==> config.mk <==
export PLATFORM = sky130hd
export DESIGN_NAME = temporizador_param
export DESIGN_NICKNAME = d
export VERILOG_FILES = /design/src/rtl/temporizador_pkg.sv /design/src/rtl/contador_bcd_mod.sv /design/src/rtl/temporizador_param.sv
export SDC_FILE = /design/constraint.sdc
export NUM_CORES = 1
export LEC_CHECK = 0
export ABC_CLOCK_PERIOD_IN_PS = 2500
export CAP_MARGIN = 10
export CORE_AREA = 4 4 85 55
export CTS_CLUSTER_DIAMETER = 80
export DETAILED_ROUTE_END_ITERATION = 10
export DIE_AREA = 0 0 89 59
export GPL_TIMING_DRIVEN = 0
export PLACE_DENSITY = 0.85
export SYNTH_ARGS = -nofsm -noshare
export SYNTH_HDL_FRONTEND = slang
export SYNTH_SLANG_ARGS = --single-unit
==> constraint.sdc <==
create_clock -name clk -period 2.5 [get_ports clk]
set_clock_uncertainty 0.2 [all_clocks]
set_input_delay 0.25 -clock clk [delete_from_list [all_inputs] [get_ports clk]]
set_output_delay 0.25 -clock clk [all_outputs]
set_load 0.005 [all_outputs]
==> src/rtl/temporizador_pkg.sv <==
// Shared definitions for the programmable BCD MM:SS timer.
// Holds the state encoding, the BCD limits and the load-validity helpers.
package temporizador_pkg;

    localparam logic [1:0] ENC_IDLE    = 2'd0;
    localparam logic [1:0] ENC_RUN     = 2'd1;
    localparam logic [1:0] ENC_PAUSE   = 2'd2;
    localparam logic [1:0] ENC_EXPIRED = 2'd3;

    typedef enum logic [1:0] {
        S_IDLE    = ENC_IDLE,
        S_RUN     = ENC_RUN,
        S_PAUSE   = ENC_PAUSE,
        S_EXPIRED = ENC_EXPIRED
    } state_t;

    localparam logic [3:0] DIGIT_MAX    = 4'd9;
    localparam logic [2:0] SEC_TENS_MAX = 3'd5;

    function automatic logic bcd_digit_ok(input logic [3:0] d);
        return d <= DIGIT_MAX;
    endfunction

    // Seconds field is {tens[2:0], units[3:0]}; tens may not go past 5.
    function automatic logic bcd_sec_ok(input logic [6:0] s);
        return (s[6:4] <= SEC_TENS_MAX) && bcd_digit_ok(s[3:0]);
    endfunction

endpackage

==> src/rtl/contador_bcd_mod.sv <==
// One-digit modulo-MOD counter used as a link in the BCD time chain.
// carry marks the enabled cycle on which the digit wraps to zero.
module contador_bcd_mod
    import temporizador_pkg::*;
#(
    parameter int MOD = 10,
    parameter int W   = 4
) (
    input  logic         clk,
    input  logic         clr,
    input  logic         clear,
    input  logic         en,
    output logic [W-1:0] q,
    output logic         carry
);

    localparam logic [W-1:0] LAST = W'(MOD - 1);

    assign carry = en & (q == LAST);

    always_ff @(posedge clk) begin
        if (!clr) begin
            q <= '0;
        end else if (clear) begin
            q <= '0;
        end else if (en) begin
            q <= (q == LAST) ? '0 : q + 1'b1;
        end
    end

endmodule

==> src/rtl/temporizador_param.sv <==
// Programmable security timer: counts BCD MM:SS up to a loaded target and
// raises hab on expiry, with pause, cancel, auto-reload and a tick prescaler.
module temporizador_param
    import temporizador_pkg::*;
#(
    parameter int TICK_DIV   = 1,
    parameter int MIN_DIGITS = 1
) (
    input  logic                    clk,
    input  logic                    clr,
    input  logic                    start,
    input  logic                    pause,
    input  logic                    cancel,
    input  logic                    mode,
    input  logic [4*MIN_DIGITS-1:0] load_min,
    input  logic [6:0]              load_sec,
    output logic [3:0]              seg_sec_u,
    output logic [2:0]              seg_sec_t,
    output logic [4*MIN_DIGITS-1:0] seg_min,
    output logic                    running,
    output logic                    hab,
    output logic                    done_pulse
);

    localparam int PW = (TICK_DIV > 1) ? $clog2(TICK_DIV) : 1;
    localparam logic [PW-1:0] PRESC_LAST = PW'(TICK_DIV - 1);

    state_t                  state, state_nxt;
    logic [PW-1:0]           presc, presc_nxt;
    logic [4*MIN_DIGITS-1:0] target_min;
    logic [6:0]              target_sec;
    logic                    latch_target, clear_target, clear_digits;
    logic                    hab_nxt, done_nxt;
    logic                    counting, tick, at_target;
    logic                    load_ok, load_zero, target_zero;
    logic                    sec_u_carry, sec_t_carry;
    logic [MIN_DIGITS:0]     min_carry;
    logic                    chain_unused;
    logic [3:0]              inc_sec_u;
    logic [2:0]              inc_sec_t;
    logic [4*MIN_DIGITS-1:0] inc_min;
    logic                    c_inc;
    logic [3:0]              d;

    // A PAUSE cycle with pause released counts exactly like a RUN cycle.
    assign counting    = ((state == S_RUN) || (state == S_PAUSE)) && !cancel && !pause;
    assign tick        = counting && (presc == PRESC_LAST);
    assign load_zero   = (load_min == '0) && (load_sec == '0);
    assign target_zero = (target_min == '0) && (target_sec == '0);

    always_comb begin
        load_ok = bcd_sec_ok(load_sec);
        for (int i = 0; i < MIN_DIGITS; i++) begin
            load_ok = load_ok && bcd_digit_ok(load_min[4*i +: 4]);
        end
    end

    // Value the display would show after one more tick; compared with the
    // target so expiry lands on the same edge that reaches it.
    always_comb begin
        d         = '0;
        c_inc     = (seg_sec_u == DIGIT_MAX);
        inc_sec_u = c_inc ? 4'd0 : seg_sec_u + 4'd1;
        inc_sec_t = seg_sec_t;
        if (c_inc) begin
            inc_sec_t = (seg_sec_t == SEC_TENS_MAX) ? 3'd0 : seg_sec_t + 3'd1;
        end
        c_inc   = c_inc && (seg_sec_t == SEC_TENS_MAX);
        inc_min = seg_min;
        for (int i = 0; i < MIN_DIGITS; i++) begin
            d = seg_min[4*i +: 4];
            if (c_inc) begin
                inc_min[4*i +: 4] = (d == DIGIT_MAX) ? 4'd0 : d + 4'd1;
            end
            c_inc = c_inc && (d == DIGIT_MAX);
        end
    end

    assign at_target = ({inc_min, inc_sec_t, inc_sec_u} == {target_min, target_sec});

    always_comb begin
        state_nxt    = state;
        presc_nxt    = presc;
        latch_target = 1'b0;
        clear_target = 1'b0;
        clear_digits = 1'b0;
        hab_nxt      = hab;
        done_nxt     = 1'b0;

        if (cancel) begin
            state_nxt    = S_IDLE;
            presc_nxt    = '0;
            clear_target = 1'b1;
            clear_digits = 1'b1;
            hab_nxt      = 1'b0;
        end else begin
            unique case (state)
                S_IDLE, S_EXPIRED: begin
                    if (start && load_ok) begin
                        latch_target = 1'b1;
                        clear_digits = 1'b1;
                        presc_nxt    = '0;
                        if (load_zero) begin
                            state_nxt = S_EXPIRED;
                            hab_nxt   = 1'b1;
                            done_nxt  = 1'b1;
                        end else begin
                            state_nxt = S_RUN;
                            hab_nxt   = 1'b0;
                        end
                    end else if ((state == S_EXPIRED) && mode) begin
                        // A zero target reloads into an immediate re-expiry.
                        if (target_zero) begin
                            done_nxt = 1'b1;
                        end else begin
                            state_nxt    = S_RUN;
                            clear_digits = 1'b1;
                            presc_nxt    = '0;
                            hab_nxt      = 1'b0;
                        end
                    end
                end
                S_RUN, S_PAUSE: begin
                    if (pause) begin
                        state_nxt = S_PAUSE;
                    end else begin
                        state_nxt = S_RUN;
                        if (tick) begin
                            presc_nxt = '0;
                            if (at_target) begin
                                state_nxt = S_EXPIRED;
                                hab_nxt   = 1'b1;
                                done_nxt  = 1'b1;
                            end
                        end else begin
                            presc_nxt = presc + 1'b1;
                        end
                    end
                end
                default: state_nxt = S_IDLE;
            endcase
        end
    end

    always_ff @(posedge clk) begin
        if (!clr) begin
            state      <= S_IDLE;
            presc      <= '0;
            target_min <= '0;
            target_sec <= '0;
            hab        <= 1'b0;
            done_pulse <= 1'b0;
            running    <= 1'b0;
        end else begin
            state      <= state_nxt;
            presc      <= presc_nxt;
            if (clear_target) begin
                target_min <= '0;
                target_sec <= '0;
            end else if (latch_target) begin
                target_min <= load_min;
                target_sec <= load_sec;
            end
            hab        <= hab_nxt;
            done_pulse <= done_nxt;
            running    <= (state_nxt == S_RUN) || (state_nxt == S_PAUSE);
        end
    end

    contador_bcd_mod #(.MOD(10), .W(4)) u_sec_u (
        .clk   (clk),
        .clr   (clr),
        .clear (clear_digits),
        .en    (tick),
        .q     (seg_sec_u),
        .carry (sec_u_carry)
    );

    contador_bcd_mod #(.MOD(6), .W(3)) u_sec_t (
        .clk   (clk),
        .clr   (clr),
        .clear (clear_digits),
        .en    (sec_u_carry),
        .q     (seg_sec_t),
        .carry (sec_t_carry)
    );

    assign min_carry[0] = sec_t_carry;

    for (genvar i = 0; i < MIN_DIGITS; i++) begin : g_min
        contador_bcd_mod #(.MOD(10), .W(4)) u_min (
            .clk   (clk),
            .clr   (clr),
            .clear (clear_digits),
            .en    (min_carry[i]),
            .q     (seg_min[4*i +: 4]),
            .carry (min_carry[i+1])
        );
    end

    // The top minute carry can never fire because the count stops at target.
    assign chain_unused = min_carry[MIN_DIGITS];

endmodule

## Word-level counts from Yosys, hierarchy flattened

Cells that the tools add are included.

| cells by class | value |
|---|---|
| bitwise gates (word level) | 4 |
| add/subtract/negate cells | 4 |
| reductions and logical operators | 26 |
| equality and inequality tests | 14 |
| magnitude comparators | 3 |
| muxes and demuxes | 42 |

Operator list:

| operator | count |
|---|---|
| 1-bit 2-to-1 mux | 25 |
| 2-bit 2-to-1 mux | 8 |
| 7-bit logical NOT | 2 |
| 4-bit 2-to-1 mux | 3 |
| 11-bit == test | 1 |
| 1-bit logical AND | 10 |
| 2-bit OR reduction | 5 |
| 4-bit by 1-bit adder with 4-bit output, second input constant | 2 |
| 4-bit == test, second input constant | 2 |
| 4-bit <= comparator, second input constant | 2 |
| 4-bit logical NOT | 2 |
| 2-bit == test, second input constant | 3 |
| 3-bit 2-to-1 mux | 2 |
| 3-bit != test, second input constant | 2 |
| 1-bit case mux with 2 select lines | 3 |
| 5-bit AND reduction | 1 |
| 2-bit by 1-bit == test with 1-bit output, second input constant | 2 |
| 2-bit != test, second input constant | 2 |
| 2-bit case mux with 2 select lines | 1 |
| 3-bit by 1-bit adder with 3-bit output, second input constant | 1 |
| 3-bit == test, second input constant | 1 |
| 3-bit <= comparator, second input constant | 1 |
| 3-bit AND reduction | 1 |
| 1-bit bitwise AND | 2 |
| other kinds (6) | 9 |

| storage, ports and cells | value |
|---|---|
| input port bits | 17 |
| output and inout port bits | 14 |
| flip-flop bits (word level) | 28 |
| logic and storage cells | 103 |

## Logic depth before layout (Yosys ltp)

| depth | value |
|---|---|
| depth after elaboration | 11 |
| depth in mapped cells | 9 |
| gate-level depth less buffers | 8 |

## Cells and area by module

Synthesis repeated with hierarchy kept, for this count alone.

| second synthesis, totals | value |
|---|---|
| cell total of the unflattened synthesis | 220 |
| area total of the unflattened synthesis | 1890.6 µm² |

By module, submodules not included:

| module | sequential area each (µm²) | instances | area an instance (µm²) | cells an instance |
|---|---|---|---|---|
| temporizador_param | 340.3 | 1 | 1376.3 | 165 |
| contador_bcd_mod (g_min[0].u_min ...) | 80.1 | 2 | 187.7 | 21 |
| contador_bcd_mod (u_sec_t) | 60.1 | 1 | 138.9 | 13 |

## Worst setup path before layout

Ideal clock, no wire load.

| timing | value |
|---|---|
| path type | register to register |
| from | register state[0] |
| to | register done_pulse |
| setup slack | 51 ps |
| setup time | 87 ps |
| arrival | 2163 ps |
| period minus slack after synthesis | 2449 ps |
| stages on the path, launching flop included | 9 |
| data required time | 2213 ps |
| path buffers | 1 |
| path through | dfxtp_1 ha_1 buf_2 nand2b_1 nor3_1 o311ai_1 a2111oi_2 nand4_1 a221oi_2 |

| between the ends | value |
|---|---|
| longest elaborated chain between the ends | 8 |
| elaborated cells between the ends (all ways) | 16 |
| those cells by class | eq/ne: 3; mux: 5; reduce/logical: 8 |

RTL lines:

| item | RTL line | RTL |
|---|---|---|
| from (decl) | temporizador_param.sv:28 | `state_t state, state_nxt;` |
| from (signal assigned) | temporizador_param.sv:155 | `state <= state_nxt;` |
| 2-bit by 1-bit == test with 1-bit output / 2-bit == test (equally long branches) | temporizador_param.sv:46, temporizador_param.sv:97 |  |
| 1-bit logical OR | temporizador_param.sv:46 | `assign counting = ((state == S_RUN) \|\| (state == S_PAUSE)) && !cancel && !pause;` |
| 1-bit logical AND (2 in a row) | temporizador_param.sv:46 |  |
| 1-bit logical AND | temporizador_param.sv:47 | `assign tick = counting && (presc == PRESC_LAST);` |
| 1-bit 2-to-1 mux | temporizador_param.sv:128 | `if (tick) begin` |
| 1-bit 2-to-1 mux | temporizador_param.sv:124 | `if (pause) begin` |
| 1-bit case mux with 2 select lines (*) | temporizador_param.sv:97 | `unique case (state)` |
| to (signal assigned) | temporizador_param.sv:165 | `done_pulse <= done_nxt;` |
| to (decl) | temporizador_param.sv:22 | `output logic done_pulse` |

Mark *: on every way between the ends. The rest lies on a longest branch, timed or not.
A chain may end at the register's enable or synchronous reset.

## Final worst setup path

| timing | value |
|---|---|
| from | register state[1] |
| to | register done_pulse |

Same word-level chain as after synthesis.

==> impl_results.md <==
* First-pass GRT wire length at around 8.0 mm
* Cell Area, Synth at 1790 um^2
* Layout cells sized above 1 at 0.182
* CP Launch Type: register
* Unique masters post-synth at 51
* Critical path's largest stage delay at roughly 340 ps
* Delay-heaviest family, CP: compound AO/OA/AOI/OAI gates
* Row cnt at 18
* Synth top area share at 0.313
* Initial antenna violation count at 0
* Fraction of registers with async set/reset at 0
* Design area at 2430 um^2
* Post-DRT Antenna Nets at 0
* Vias at approximately 1,800
* Initial core utilization at 0.454
* Clock Sinks at 28
* Leakage at between 0.9 and 1 nW
* Outcome: finished, final reports clean
* DR vias/cell at 5.74
* Drt first pass iters at 5
* Final GP Congestion at 0.983
* Worst setup EP type: register
* Vias in the first global route at 1,608
* Mean Syn Cell Area at 8.13 um^2
* Clock H-tree levels at 1
* Chip width at 89 um
* CP required at 2500 ps
* Total CTS buffers at 3
* Most frequent cell after synthesis: nor2_1
* Slew @ Worst Pin at 707 ps
* Worst-path clk slew at 100 ps
* Post-Route WL at 5.11 mm
* Root cell of the clock tree: clkbuf_8
* Power per Cell Area at approximately 380 nW/um^2
* IO Port Bufs at 30
* Core area at 3940 um^2
* Placed Area at 2150 um^2
* Sequential share of the synthesized area at 0.313
* YS warnings at 0
* CTS tree: done
* Number of diodes at 0
* Number of remaining DRC errors at 0
* Worst Hold Class: reg -> reg
* Crit path cell chain: ha_1 -> clkbuf_4 -> nand2b_1 -> nor3_4 -> o311ai_2 -> a2111oi_4 -> nand4_1 -> a221oi_2
* Top cells by area, synth: dfxtp_1, mux2i_1, nor2_1
* Final slew viol count at 0
* Seq cells post-synth at 28
* Die span in y at between 50 and 60 um
* Unrepaired setup endpoints after global routing: true
* Routed len/inst at 16.3 um
* Critical-path top delay cell: dfxtp_1
* Number of synthesized flops with an enable pin at 0
* Clock Path Buffers at 2
* Top post-synthesis cells by count: nor2_1, dfxtp_1, mux2i_1
* GRT overflow at 0
* Largest net degree at the start of global routing at 17
* Syn Inst Count at between 200 and 250
* Final setup viols at 0
* Initial DRC Count at roughly 220
* CP arrival at 2420 ps
* Bufs and invs on worst path at 1
* Final period utilization at 0.968
* Worst-path fanout max at 10
* Area delta synth->final at 35.9%
* Fin crit period at 2420 ps
* Most area-hungry cell type in the Yosys netlist: dfxtp_1
* VDD IR max at ~0.23 mV
* HPWL Detailed at 3.38 mm
* Post-Place Cells at 300
* Die footprint at roughly 5300 um^2
* Top_reg_cell synth: dfxtp_1
* Post-Syn Nets at 240
* Max-cap violation count at 0
* Final hold vios at 0
* GRT Total Usage at 0.195
* Io pins at 31
* Worst-skew pair later-pin latency at between 200 and 300 ps
* Crit Path Category: reg -> reg
* Non-Filler Instances at 314
* FMAX at between 0.4 and 0.5 GHz
* Relative slew slack at 0.529
* Nets@finish at 285
* Worst reg2reg setup slack at a little under 80 ps
-- layout make-up --
| class | count | area [um^2] |
|---|---|---|
| Fill cell | 328 | 1510 |
| Multi-Input combinational cell | 174 | 1230 |
| Sequential cell | 28 | 584 |
| Timing Repair Buffer | 45 | 413 |
| Tap cell | 50 | 62.6 |
| Buffer | 9 | 60.1 |
| Clock buffer | 3 | 41.3 |
| Clock inverter | 1 | 30.0 |
| Inverter | 4 | 15.0 |
-- power by group --
part	internal (mW)	switching (mW)
sequential	0.446	0.00459
combinational	0.0560	0.0587
clock	0.215	0.154
total	0.717	0.217
-- per-stage QoR --
step | setup WS, ps | utilization | power, mW | setup TNS [ps] | hold slack, ps
floorplan | 50.6 | - | 0.521 | 0 | 183
global placement | -579 | 0.546 | 0.569 | -2620 | 220
detailed placement | -640 | 0.546 | 0.571 | -3840 | 230
CTS | 7.39 | 0.594 | 0.934 | 0 | 274
global route | -13.2 | 0.617 | 0.961 | -32.7 | 315
finish | 79.1 | 0.617 | 0.935 | 0 | 295
-- worst reg2reg max path, stage by stage, from the launching register on --
cell and delay, ps:
dfxtp_1 340, ha_1 270, clkbuf_4 200, nand2b_1 130, nor3_4 220, o311ai_2 210
a2111oi_4 250, nand4_1 230, a221oi_2 300
-- logic make-up (layout without fill, tap and decap cells) --
logic type,count (synthesis),in the layout,synth area share
simple gates,96,96,0.292
compound gates,46,46,0.171
flops,28,28,0.313
buf+inv,18,62,0.0489
mux,16,16,0.0895
xor+xnor,13,13,0.0636
fa+ha+maj,3,3,0.0210
-- final timing paths --
| path | startpoint | endpoint | cells past startpoint |
|---|---|---|---|
| max reg2reg | state[1] | done_pulse | 8 |
| max | state[1] | done_pulse | 8 |
| min reg2reg | presc | presc | 2 |
| min | presc | presc | 2 |
-- placed cells by master, fill, tap and decap left out, types with 5 or more instances in the layout --
cell type,count
a21oi_1,13
clkdlybuf4s50_1,30
o21ai_0,10
nor2_1,31
nor4_1,5
dfxtp_1,19
nand2_1,10
nand3_1,6
nand2b_1,6
nor3_1,6
dfxtp_4,5
xnor2_1,7
mux2i_1,16
xor2_1,6
buf_4,15
-- metal layers --
layer  routed length (um)  up-vias  global-route usage  share of wire
met1                 2370      822               0.292           0.46
li1                     -      883                   -              -
met4                   61        0              0.0234          0.012
met2                 2260       87               0.296           0.44
met3                  412       10              0.0417          0.081
met5                    0        -                   0              0
-- registers in the layout, summed over array words and instances (netlist names) --
name           count
state              2
target_sec         7
target_min         4
hab                1
running            1
g_min.u_min.q      4
presc              1
u_sec_u.q          4
done_pulse         1
u_sec_t.q          3
-- what timing repair did --
item / in CTS / in global routing
pin swaps: 6 / 6
hold buffers: 0 / 0
setup buffers: 13 / 2
setup endpoints to repair: 11 / 14
resized for setup: 17 / 22
Power figures use the tool's default switching activity.
